--- src/rtl/fix_div_seq.sv ---
// Sequential signed fixed-point divider, out = a / b on Q(N-F).F operands.
// Restoring radix-2 long division on magnitudes, one quotient bit per cycle,
// followed by a single finalise edge that applies sign and saturation.
// Divide-by-zero short-circuits straight to the result state.
module fix_div_seq #(
    parameter int N = 32,
    parameter int F = 12
) (
    input  logic         clk,
    input  logic         rst_n,
    input  logic         in_valid,
    output logic         in_ready,
    input  logic [N-1:0] a,
    input  logic [N-1:0] b,
    output logic         out_valid,
    input  logic         out_ready,
    output logic [N-1:0] out,
    output logic         div_by_zero,
    output logic         overflow
);

    localparam int W  = N + F;
    localparam int CW = $clog2(W + 1);

    // Saturation limits for the result and the matching quotient-magnitude bounds.
    localparam logic [N-1:0] OUT_MAX   = {1'b0, {(N-1){1'b1}}};
    localparam logic [N-1:0] OUT_MIN   = {1'b1, {(N-1){1'b0}}};
    localparam logic [W-1:0] Q_MAX     = {{(F+1){1'b0}}, {(N-1){1'b1}}};
    localparam logic [W-1:0] Q_MIN_MAG = {{F{1'b0}}, 1'b1, {(N-1){1'b0}}};
    localparam logic [CW-1:0] CNT_LAST = CW'(W - 1);

    typedef enum logic [1:0] {
        IDLE = 2'd0,
        CALC = 2'd1,
        DONE = 2'd2
    } state_t;

    state_t          state_r;
    state_t          state_nxt_s;

    logic            sign_r;      // result sign, a[msb] ^ b[msb]
    logic [N-1:0]    abs_b_r;     // divisor magnitude
    logic [W-1:0]    d_r;         // dividend magnitude << F, consumed from the msb
    logic [N-1:0]    rem_r;       // partial remainder; always < |b| <= 2^(N-1), so N bits suffice
    logic [W-1:0]    q_r;         // quotient magnitude
    logic [CW-1:0]   cnt_r;       // remaining iterations minus one
    logic            fin_r;       // last iteration done, next CALC edge finalises
    logic [N-1:0]    out_r;
    logic            dbz_r;
    logic            ovf_r;
    logic            out_valid_r;

    logic [N:0]      rem_shift_s;
    logic [N:0]      diff_s;
    logic [N-1:0]    rem_nxt_s;
    logic            q_bit_s;
    logic [N-1:0]    fin_out_s;
    logic            fin_ovf_s;
    logic            accept_s;
    logic            b_zero_s;

    // Two's-complement magnitude; the most negative value maps to 2^(N-1) unsigned.
    function automatic logic [N-1:0] mag(input logic [N-1:0] v);
        logic [N-1:0] m;
        if (v[N-1]) begin
            m = ~v + {{(N-1){1'b0}}, 1'b1};
        end else begin
            m = v;
        end
        return m;
    endfunction

    assign in_ready    = (state_r == IDLE);
    assign accept_s    = in_valid && (state_r == IDLE);
    assign b_zero_s    = (b == {N{1'b0}});
    assign out         = out_r;
    assign div_by_zero = dbz_r;
    assign overflow    = ovf_r;
    assign out_valid   = out_valid_r;

    // State register.
    always_ff @(posedge clk or negedge rst_n) begin
        if (!rst_n) begin
            state_r <= IDLE;
        end else begin
            state_r <= state_nxt_s;
        end
    end

    // Next-state logic.
    always_comb begin
        state_nxt_s = state_r;
        case (state_r)
            IDLE: begin
                if (in_valid) begin
                    if (b_zero_s) begin
                        state_nxt_s = DONE;
                    end else begin
                        state_nxt_s = CALC;
                    end
                end else begin
                    state_nxt_s = IDLE;
                end
            end
            CALC: begin
                if (fin_r) begin
                    state_nxt_s = DONE;
                end else begin
                    state_nxt_s = CALC;
                end
            end
            DONE: begin
                if (out_ready) begin
                    state_nxt_s = IDLE;
                end else begin
                    state_nxt_s = DONE;
                end
            end
            default: begin
                state_nxt_s = IDLE;
            end
        endcase
    end

    // One restoring-division step: shift in the next dividend bit, trial-subtract |b|.
    // The borrow out of the N+1-bit subtraction is the "R' < |b|" decision.
    always_comb begin
        rem_shift_s = {rem_r, d_r[W-1]};
        diff_s      = rem_shift_s - {1'b0, abs_b_r};
        if (!diff_s[N]) begin
            rem_nxt_s = diff_s[N-1:0];
            q_bit_s   = 1'b1;
        end else begin
            rem_nxt_s = rem_shift_s[N-1:0];
            q_bit_s   = 1'b0;
        end
    end

    // Sign application and saturation of the finished quotient magnitude.
    always_comb begin
        fin_out_s = OUT_MAX;
        fin_ovf_s = 1'b0;
        if (!sign_r && (q_r > Q_MAX)) begin
            fin_out_s = OUT_MAX;
            fin_ovf_s = 1'b1;
        end else if (sign_r && (q_r > Q_MIN_MAG)) begin
            fin_out_s = OUT_MIN;
            fin_ovf_s = 1'b1;
        end else begin
            if (sign_r) begin
                fin_out_s = ~q_r[N-1:0] + {{(N-1){1'b0}}, 1'b1};
            end else begin
                fin_out_s = q_r[N-1:0];
            end
            fin_ovf_s = 1'b0;
        end
    end

    // Datapath and registered outputs: operand capture, iteration, finalise, handshake.
    always_ff @(posedge clk or negedge rst_n) begin
        if (!rst_n) begin
            sign_r      <= 1'b0;
            abs_b_r     <= {N{1'b0}};
            d_r         <= {W{1'b0}};
            rem_r       <= {N{1'b0}};
            q_r         <= {W{1'b0}};
            cnt_r       <= {CW{1'b0}};
            fin_r       <= 1'b0;
            out_r       <= {N{1'b0}};
            dbz_r       <= 1'b0;
            ovf_r       <= 1'b0;
            out_valid_r <= 1'b0;
        end else begin
            case (state_r)
                IDLE: begin
                    if (accept_s) begin
                        sign_r  <= a[N-1] ^ b[N-1];
                        abs_b_r <= mag(b);
                        d_r     <= {mag(a), {F{1'b0}}};
                        rem_r   <= {N{1'b0}};
                        q_r     <= {W{1'b0}};
                        cnt_r   <= CNT_LAST;
                        fin_r   <= 1'b0;
                        if (b_zero_s) begin
                            out_r       <= a[N-1] ? OUT_MIN : OUT_MAX;
                            dbz_r       <= 1'b1;
                            ovf_r       <= 1'b0;
                            out_valid_r <= 1'b1;
                        end
                    end
                end
                CALC: begin
                    if (fin_r) begin
                        out_r       <= fin_out_s;
                        ovf_r       <= fin_ovf_s;
                        dbz_r       <= 1'b0;
                        out_valid_r <= 1'b1;
                        fin_r       <= 1'b0;
                    end else begin
                        rem_r <= rem_nxt_s;
                        q_r   <= {q_r[W-2:0], q_bit_s};
                        d_r   <= {d_r[W-2:0], 1'b0};
                        fin_r <= (cnt_r == {CW{1'b0}});
                        if (cnt_r != {CW{1'b0}}) begin
                            cnt_r <= cnt_r - {{(CW-1){1'b0}}, 1'b1};
                        end
                    end
                end
                DONE: begin
                    if (out_ready) begin
                        out_valid_r <= 1'b0;
                    end
                end
                default: begin
                    out_valid_r <= 1'b0;
                end
            endcase
        end
    end

endmodule
--- config.mk ---
export PLATFORM = sky130hd
export DESIGN_NAME = fix_div_seq
export DESIGN_NICKNAME = d
export VERILOG_FILES = /design/src/rtl/fix_div_seq.sv
export SDC_FILE = /design/constraint.sdc
export NUM_CORES = 1
export LEC_CHECK = 0
export ABC_AREA = 1
export CAP_MARGIN = 20
export CELL_PAD_IN_SITES_DETAIL_PLACEMENT = 1
export CELL_PAD_IN_SITES_GLOBAL_PLACEMENT = 2
export CORE_AREA = 2 2 216 218
export CTS_BUF_LIST = sky130_fd_sc_hd__clkbuf_16
export CTS_CLUSTER_DIAMETER = 60
export DETAILED_ROUTE_END_ITERATION = 7
export DIE_AREA = 0 0 218 220
export MAX_ROUTING_LAYER = met4
export PLACE_DENSITY_LB_ADDON = 0.1
export RECOVER_POWER = 25
export SYNTH_ARGS = -nofsm -noshare
export SYNTH_HDL_FRONTEND = slang
export SYNTH_SLANG_ARGS = --single-unit
--- constraint.sdc ---
create_clock -name clk -period 2 [get_ports clk]
set_clock_uncertainty 0.05 [all_clocks]
set_input_delay 0.4 -clock clk [delete_from_list [all_inputs] [get_ports clk]]
set_output_delay 0.4 -clock clk [all_outputs]
set_load 0.03 [all_outputs]
; After elaboration in Yosys (flattened, before gate mapping)
; Cells that the tools add are included.
[word_totals]
ff_bits = 197
latch_bits = 0
ramBits = 0
romBits = 0
inputBits = 68
out_inout_bits = 36
elab_cells = 92
n_memories = 0
[op_classes]
n_addsub = 5
mul = 0
n_div = 0
n_lt_le_gt_ge = 2
n_eq_ne = 8
shifts = 0
muxes = 46
bitwise = 4
n_reduce_logical = 15
[ops]
columns = cell, n
row1 = $mux 32, 12
row2 = $mux 44, 4
row3 = $pmux 44 s2, 2
row4 = $pmux 32 s2, 2
row5 = $add 32x1->32 const B, 3
row6 = $not 32->32, 3
row7 = $gt 44x31->1 const B, 1
row8 = $gt 44x32->1 const B, 1
row9 = $sub 33x32->33, 1
row10 = $logic_not 32->1, 1
row11 = $mux 6, 3
row12 = $mux 1, 13
row13 = $pmux 6 s2, 1
row14 = $reduce_and 4->1, 3
row15 = $mux 2, 4
row16 = $ne 2x2->1 const B, 4
row17 = $logic_not 6->1, 1
row18 = $pmux 1 s2, 3
row19 = $pmux 2 s3, 1
row20 = $reduce_bool 6->1, 1
row21 = $sub 6x1->6 const B, 1
row22 = $ne 2x1->1 const B, 2
row23 = $reduce_and 2->1, 2
row24 = $logic_and 1x1->1, 3
row25 = 8 further kinds, 8

; Depth between registers and ports, before layout
; Gate-level depths: netlist of the first run.
[depth]
word_depth = 7
ltp_mapped = 18
mapped_depth_nobuf = 18

; Worst setup path before layout of the first run
; No wires, ideal clock.
[synth_path]
path_kind = flip-flop to flip-flop
start = register d_r[43]
end = register rem_r[15]
setup_time_ps = 118
t_arrival_ps = 2082
required_time_ps = 1832
slack_ps = -250
stages_incl_launch_ff = 18
n_path_buf = 1
synth_period_minus_slack_ps = 2250
path_cell_list = dfrtp_1 > inv_1 > ha_1 > inv_1 > fa_1 > nand2_1 > nand2_1 > nand3_1 > nand2_2 > nand2_1 > nand2_2 > nand2_4 > nand2_4 > nand2_4 > buf_2 > nand3_1 > nand3_1 > nand2_1
[synth_via]
elab_chain_len = 4
[synth_rtl]
columns = item, line_no
row1 = "start, declared", 43  ; logic [W-1:0] d_r;
row2 = "start signal, assigned", 164  ; d_r <= {W{1'b0}};
row3 = "start signal, assigned", 179  ; d_r <= {mag(a), {F{1'b0}}};
row4 = "start signal, assigned", 202  ; d_r <= {d_r[W-2:0], 1'b0};
row5 = $sub 33x32->33, 129  ; diff_s = rem_shift_s - {1'b0, abs_b_r};
row6 = $mux 32, 130  ; if (!diff_s[N]) begin
row7 = $mux 32, 193  ; if (fin_r) begin
row8 = $pmux 32 s2, 174  ; case (state_r)
row9 = "end signal, assigned", 165  ; rem_r <= {N{1'b0}};
row10 = "end signal, assigned", 180  ; rem_r <= {N{1'b0}};
row11 = "end signal, assigned", 200  ; rem_r <= rem_nxt_s;
row12 = "end, declared", 44  ; logic [N-1:0] rem_r;
; Every way passes these cells. The select of a mux whose other input is x is not followed.
; A chain may end at the register's enable or synchronous reset.

; Worst setup path after layout of the first run
[layout_path]
start = register d_r[43]
end = register rem_r[31]
; Same word-level chain as after synthesis.

==> key figures, run 1 <==
Worst setup path
  • CP max stage delay: ~0.37 ns
  • Required @ worst endpoint: approximately 2.4 ns
  • Top cell by count, worst path: nand2_2
  • Setup crit end: rem_r[31]
  • Critical path cell sequence: inv_2 > ha_4 > inv_2 > fa_2 > nand2_2 > nand2_2 > nand3_2 > nand2_2 > nand2_2 > nand2_4 > nand2_8 > nand2_8 > nand2_8 > nand3_4 > buf_12 > nand2_1 > nand2_2 > nand2_1
  • R2R cell count: 18
  • RR Startpoint: d_r[43]
  • Reg2reg setup slack: -0.30 ns
  • Kind of critical path: reg -> reg
  • CP Launch Type: register
  • Critical Path Slowest Stage Cell: dfrtp_1
  • Crit. End Element: register
  • Critical path arrival: 2.68 ns
  • Crit path max fanout: 8
  • Worst setup startpoint: d_r[43]
  • Capture point of the worst reg-to-reg path: rem_r[31]

Clock network
  • CTS Sinks: 185
  • CTS Buf Count: 17
  • H-tree depth: 4
  • Clock root cell: clkbuf_16
  • CTS tree: done
  • Clock Path Buffers: 2
  • Clock slew at the register clock pins of the worst setup and hold paths: ~0.080 ns
  • Clk_lat worst skew: roughly 0.49 ns

Finish
  • Fillers: approximately 5900
  • Area growth syn-to-layout: 46.9%
  • Final Non-Filler Cells: between 3000 and 4000
  • Ant diodes: 0
  • Layout cells sized above 1: 0.258
  • Most common cell after layout, fill and taps aside: nand2_1
  • Most frequent cells in the layout: nand2_1, buf_4, inv_1
  • Final nets: approximately 2700
  • Final instance area: around 0.020 mm^2
  • Multi-input logic area: roughly 0.0083 mm^2
  • Register area: ~0.0046 mm^2

Placed design
  • Placer Congestion: ~0.85
  • IO Port Bufs: just over 100
  • Dpl cells: between 3000 and 4000
  • DP Wirelength: 40800 um
  • Place WS: -0.577 ns
  • Placed Area: around 0.018 mm^2

Synthesis
  • Register bit count reported by yosys: 185
  • Seq/Total Area, Yosys: 0.340
  • EDFF count, synth: 0
  • Asr flop ratio synth: 1.00
  • Syn Area/Cell: ~6.4 um^2
  • Synth Flop Type: dfrtp_1
  • Post-Syn Nets: approximately 2200
  • Syn Std Cell Area: ~0.014 mm^2
  • Mapped Cells: 2122
  • Yosys warns: 0
  • Synth unique cells: 50

Die
  • Die Span Y: 220 um
  • Core area: ~0.046 mm^2
  • Die W: 218 um
  • Rows: between 70 and 80
  • Starting Density: 0.296
  • IO Count: ~100
  • Die area: roughly 0.048 mm^2

Timing
  • Minimum clock period: 2.30 ns
  • # setup viols final: 33
  • Final Cycle Share: 1.15
  • Slew margin rel.: 0.472
  • Worst slew pin tran: around 0.79 ns
  • RSZ-0062 raised after global routing: yes
  • Final worst slack: -0.304 ns
  • Final Hold Fails: 0
  • Fmax: between 0.4 and 0.5 GHz
  • Max-slew violations: 0

Hold path
  • Hold Path Class: in -> reg
  • Hold Crit Depth: 4

Global routing
  • Initial antenna violation count: 0
  • Number of global-route vias before repair: ~16000
  • GRT Residual Overflow: 0
  • First-pass GRT wire length: ~83000 um
  • Largest net degree at the start of global routing: 70
  • Gr usage total: 0.228

Power
  • Power Density: between 1500 and 2000 mW/mm^2
  • Leak: 0.0106 uW
  • Peak VDD IR: roughly 0.79 mV

Detailed routing
  • Via/cell ratio: roughly 4.6
  • DR iter-0 viols: around 610
  • Post-route DRC violation count: 0
  • Final wirelength: 51800 um
  • Pre-antenna DRT Iters: 4
  • Wire length per cell: about 16 um
  • Number of vias in the routed layout: approximately 15000
  • Antenna viol nets, final: 0

Outcome
  • Status: complete, but fails checks
  • Failing checks: negative setup slack

Flow run
  • Maxcap violations: 0
[worst max-delay path: cells and delay by family, from the launching register on]
kind | cells | cell delay [ns]
flip-flops | 1 | 0.37
adder cells (fa/ha/maj) | 2 | 0.48
buffers and inverters | 3 | 0.30
AND/OR/NAND/NOR | 13 | 1.03
[how the worst min path moves through the flow]
| stage | start | slack (ns) | to |
|---|---|---|---|
| final | b[0] | 0.30 | abs_b_r[0] |
| after global routing | b[0] | 0.31 | abs_b_r[0] |
| after CTS | rst_n | 0.29 | d_r[29] |
| after detailed placement | rst_n | 0.28 | d_r[29] |
| after global placement | rst_n | 0.27 | d_r[30] |
| after floorplan | rst_n | 0.05 | abs_b_r[0] |
[power breakdown]
part	internal [uW]	switching, uW
clock	2220	1670
combinational	11900	16000
sequential	5310	948
total	19400	18700
[synth_stat cells (5+ instances only)]
cell | instances | area share
nand2_1 | 731 | 0.20
inv_1 | 333 | 0.092
nand3_1 | 201 | 0.074
dfrtp_1 | 185 | 0.34
nor2_1 | 153 | 0.042
o21ai_0 | 149 | 0.055
a21oi_1 | 48 | 0.018
xor2_1 | 47 | 0.030
ha_1 | 36 | 0.033
clkbuf_1 | 30 | 0.0083
nand4_1 | 28 | 0.013
buf_2 | 19 | 0.0070
nor3_1 | 15 | 0.0055
xnor2_1 | 12 | 0.0077
o21ai_1 | 11 | 0.0040
a21boi_1 | 10 | 0.0055
o22ai_1 | 10 | 0.0046
nand2_2 | 9 | 0.0041
nor2_2 | 9 | 0.0041
buf_1 | 8 | 0.0022
o31ai_1 | 8 | 0.0044
inv_2 | 7 | 0.0019
nand3b_1 | 7 | 0.0039
buf_6 | 6 | 0.0050
and3_1 | 5 | 0.0023
o211ai_1 | 5 | 0.0028
[per-stage QoR]
step / setup TNS [ns] / total power, uW / util / hold WS, ns
2_1_floorplan: -2.99 / 20000 / - / 0.0544
3_3_place_gp: -42.97 / 30500 / 0.394 / 0.272
3_5_place_dp: -48.06 / 31000 / 0.394 / 0.277
4_1_cts: -8.53 / 36600 / 0.417 / 0.295
5_1_grt: -14.60 / 41800 / 0.436 / 0.310
6_report: -8.63 / 38000 / 0.436 / 0.303
[per-layer routing]
layer  GRT usage  routed length, um  vias up
met4      0.0651               1140        0
met1       0.270              23300     7074
li1            -                  -     7515
met5           -                  0        -
met2       0.403              26600      108
met3      0.0300                823       52
[flip-flops by register name (all words and copies together) (netlist names)]
register	cells
cnt_r	6
rem_r	32
state_r	2
fin_r	1
out	32
div_by_zero	1
abs_b_r	32
d_r	32
sign_r	1
q_r	44
overflow	1
out_valid	1
[cells by family after synthesis]
| family | Yosys count | synth area share |
|---|---|---|
| buf+inv | 410 | 0.120 |
| xor+xnor | 59 | 0.0380 |
| compound gates | 252 | 0.101 |
| simple gates | 1179 | 0.366 |
| fa+ha+maj | 37 | 0.0346 |
| flops | 185 | 0.340 |
[timing repair]
item / in CTS / in global routing
endpoints found under the setup margin: 102 / 90
setup buffers: 4 / 12
resized for setup: 124 / 182
pin swaps: 8 / 55
hold buffers: 1 / 0
endpoints found under the hold margin: 24 / 0
cloned: 2 / 7
[cell type report]
| type | count | share of cell area |
|---|---|---|
| multi-input combinational | 1528 | 0.418 |
| sequential | 185 | 0.232 |
| timing repair buffer | 496 | 0.215 |
| inverter | 343 | 0.0647 |
| tap | 607 | 0.0380 |
| clock buffer | 17 | 0.0213 |
| clock inverter | 14 | 0.0111 |
| timing repair inverter | 1 | 0.000376 |
(Power assumes the default switching activity.)
==> run 2: changes to the inputs <==
--- a/config.mk
+++ b/config.mk
@@ -17,6 +17,7 @@
 export MAX_ROUTING_LAYER = met4
 export PLACE_DENSITY_LB_ADDON = 0.1
 export RECOVER_POWER = 25
+export SKIP_CTS_REPAIR_TIMING = 1
 export SYNTH_ARGS = -nofsm -noshare
 export SYNTH_HDL_FRONTEND = slang
 export SYNTH_SLANG_ARGS = --single-unit
==> run 2 against run 1 <==
Against the previous run: the run still ends with negative setup slack left; via count down 0.20%; sequential cell count unchanged; utilization down 0.54 points; routed wire length down 0.36%; critical path depth unchanged; hold slack about the same; non-clock buffer count down 2; highest routed layer unchanged.
==> key figures, run 2 (synthesis gave the netlist of run 1 again) <==
Finish
  • Layout cells sized above 1: 0.235
  • Biggest register: q_r
  • Ant diodes: 0
  • Final nets: ~2700
  • Max reg flops: 44
  • Final instance area: slightly below 0.02 mm^2
  • Most frequent cells in the layout: nand2_1, buf_4, inv_1
  • Most common cell after layout, fill and taps aside: nand2_1
  • Final Util: 0.430
  • Area growth syn-to-layout: 45.1%
  • Final Non-Filler Cells: between 3000 and 4000

Clock network
  • CTS tree: done
  • Clock Path Buffers: 2
  • CTS Buf Count: 17
  • CTS Sinks: 185
  • H-tree depth: 4
  • Clk_lat worst skew: between 0.4 and 0.5 ns
  • Clock root cell: clkbuf_16
  • Clock slew at the register clock pins of the worst setup and hold paths: roughly 0.070 ns

Global routing
  • GRT Residual Overflow: 0
  • Initial antenna violation count: 1
  • Largest net degree at the start of global routing: 70
  • First-pass GRT wire length: between 80000 and 90000 um
  • Number of global-route vias before repair: between 15000 and 20000
  • Gr usage total: 0.225

Worst setup path
  • R2R cell count: 18
  • Critical path arrival: around 2.7 ns
  • Top delay family on crit path: simple AND/OR/NAND/NOR gates
  • WP buf/inv: 3
  • Capture point of the worst reg-to-reg path: rem_r[18]
  • CP Launch Type: register
  • Kind of critical path: reg -> reg
  • Worst setup startpoint: d_r[43]
  • RR Startpoint: d_r[43]
  • Required @ worst endpoint: between 2 and 2.5 ns
  • WP depth: 18
  • CP max stage delay: 0.37 ns
  • Setup crit end: rem_r[18]
  • Crit path max fanout: 5
  • Critical Path Slowest Stage Cell: dfrtp_1
  • Critical path cell sequence: inv_2 > ha_4 > inv_2 > fa_2 > nand2_2 > nand2_2 > nand3_2 > nand2_2 > nand2_2 > nand2_4 > nand2_8 > nand2_8 > nand2_8 > nand2_8 > clkbuf_16 > nand2_4 > nand3_2 > nand2_2
  • Reg2reg setup slack: -0.34 ns
  • Crit. End Element: register
  • Top cell by count, worst path: nand2_2

Timing
  • RSZ-0062 raised after global routing: yes
  • Fmax: around 0.43 GHz
  • Final worst slack: -0.340 ns
  • Minimum clock period: about 2.3 ns
  • # setup viols final: 33
  • Final Hold Fails: 0
  • Max-slew violations: 0
  • Final Cycle Share: 1.17
  • Worst slew pin tran: roughly 0.8 ns
  • Slew margin rel.: 0.472

Detailed routing
  • Routed wl met2: between 20000 and 30000 um
  • DR iter-0 viols: approximately 600
  • Via/cell ratio: approximately 4.6
  • Antenna viol nets, final: 0
  • Max Used Layer: met4
  • M1 WL: between 20000 and 25000 um
  • Final wirelength: approximately 52000 um
  • Post-route DRC violation count: 0
  • Pre-antenna DRT Iters: 5
  • Wire length per cell: about 16 um
  • Wire length on met3: 902 um
  • Number of vias in the routed layout: between 10000 and 15000

Placed design
  • Placed Area: ~0.018 mm^2
  • IO Port Bufs: between 100 and 150
  • DP Wirelength: about 41000 um
  • Placer Congestion: 0.853
  • Dpl cells: 3136

Die
  • Starting Density: 0.296
  • Die W: ~220 um
  • Die area: 0.0480 mm^2
  • Die Span Y: roughly 220 um
  • IO Count: ~100
  • Core area: ~0.046 mm^2
  • Rows: 79

Power
  • Net Switching: about 18000 uW
  • Peak VDD IR: about 0.75 mV
  • Power Internal: approximately 19000 uW
  • Part of the power in registers: 0.168
  • Power Density: ~1900 mW/mm^2
  • Sw frac: 0.488
  • Combinational share of power: 0.727
  • Clock power share: 0.105
  • Leak: between 0.01 and 0.015 uW
  • Total power: about 37000 uW

Outcome
  • Status: complete, but fails checks
  • Failing checks: negative setup slack

Hold path
  • Hold Path Class: in -> reg
  • Hold Crit Depth: 4

Flow run
  • Maxcap violations: 0
==> run 2: changes by cell type in the layout (fill, tap and decap cells not counted), sizes merged <==
cell | before | now
dlygate4sd2 | 35 | 0
dlymetal6s2s | 9 | 39
clkdlybuf4s50 | 57 | 62
buf | 383 | 380
clkbuf | 27 | 29
clkdlybuf4s15 | 1 | 0
==> run 2: cell type report <==
type | instances | area (um^2)
timing repair buffer | 494 | 4350
clock buffer | 17 | 425
tap | 607 | 759
sequential | 185 | 4630
multi-input combinational | 1528 | 8050
clock inverter | 14 | 221
timing repair inverter | 1 | 7.51
fill | 5868 | 26100
inverter | 343 | 1290
==> run 2: worst min-delay path by stage <==
stage                from         end
floorplan           rst_n  abs_b_r[0]
global placement    rst_n     d_r[30]
detailed placement  rst_n     d_r[29]
CTS                 rst_n     d_r[29]
finish               b[0]  abs_b_r[0]
global route         b[0]  abs_b_r[0]
==> run 2: layer usage <==
| metal | GRT usage | up-vias |
|---|---|---|
| met5 | - | - |
| met4 | 0.0617 | 0 |
| met3 | 0.0301 | 61 |
| met2 | 0.397 | 122 |
| met1 | 0.269 | 7028 |
| li1 | - | 7509 |
==> run 2: power by group through the flow <==
stage	Clock, uW	Sequential, uW	Combinational, uW
2_1_floorplan	0	6720	13300
3_3_place_gp	0	6250	24300
3_5_place_dp	0	6280	24700
4_1_cts	4030	6240	24900
5_1_grt	4150	6420	30200
6_report	3900	6220	27000
==> run 2: worst register-to-register path, stage by stage (launching register included) <==
cell and delay, ns:
dfrtp_1 0.37, inv_2 0.10, ha_4 0.14, inv_2 0.04, fa_2 0.37, nand2_2 0.09, nand2_2 0.06, nand3_2 0.08
nand2_2 0.07, nand2_2 0.09, nand2_4 0.07, nand2_8 0.11, nand2_8 0.08, nand2_8 0.11, nand2_8 0.09, clkbuf_16 0.18
nand2_4 0.06, nand3_2 0.06, nand2_2 0.07
==> run 2: stage by stage <==
stage | hold slack (ns) | setup WS (ns) | setup TNS (ns)
detailed placement | 0.277 | -0.577 | -48.06
global route | 0.310 | -0.491 | -16.19
floorplan | 0.0544 | -0.109 | -2.99
finish | 0.303 | -0.340 | -9.69
global placement | 0.272 | -0.503 | -42.97
CTS | -0.267 | -0.494 | -14.86
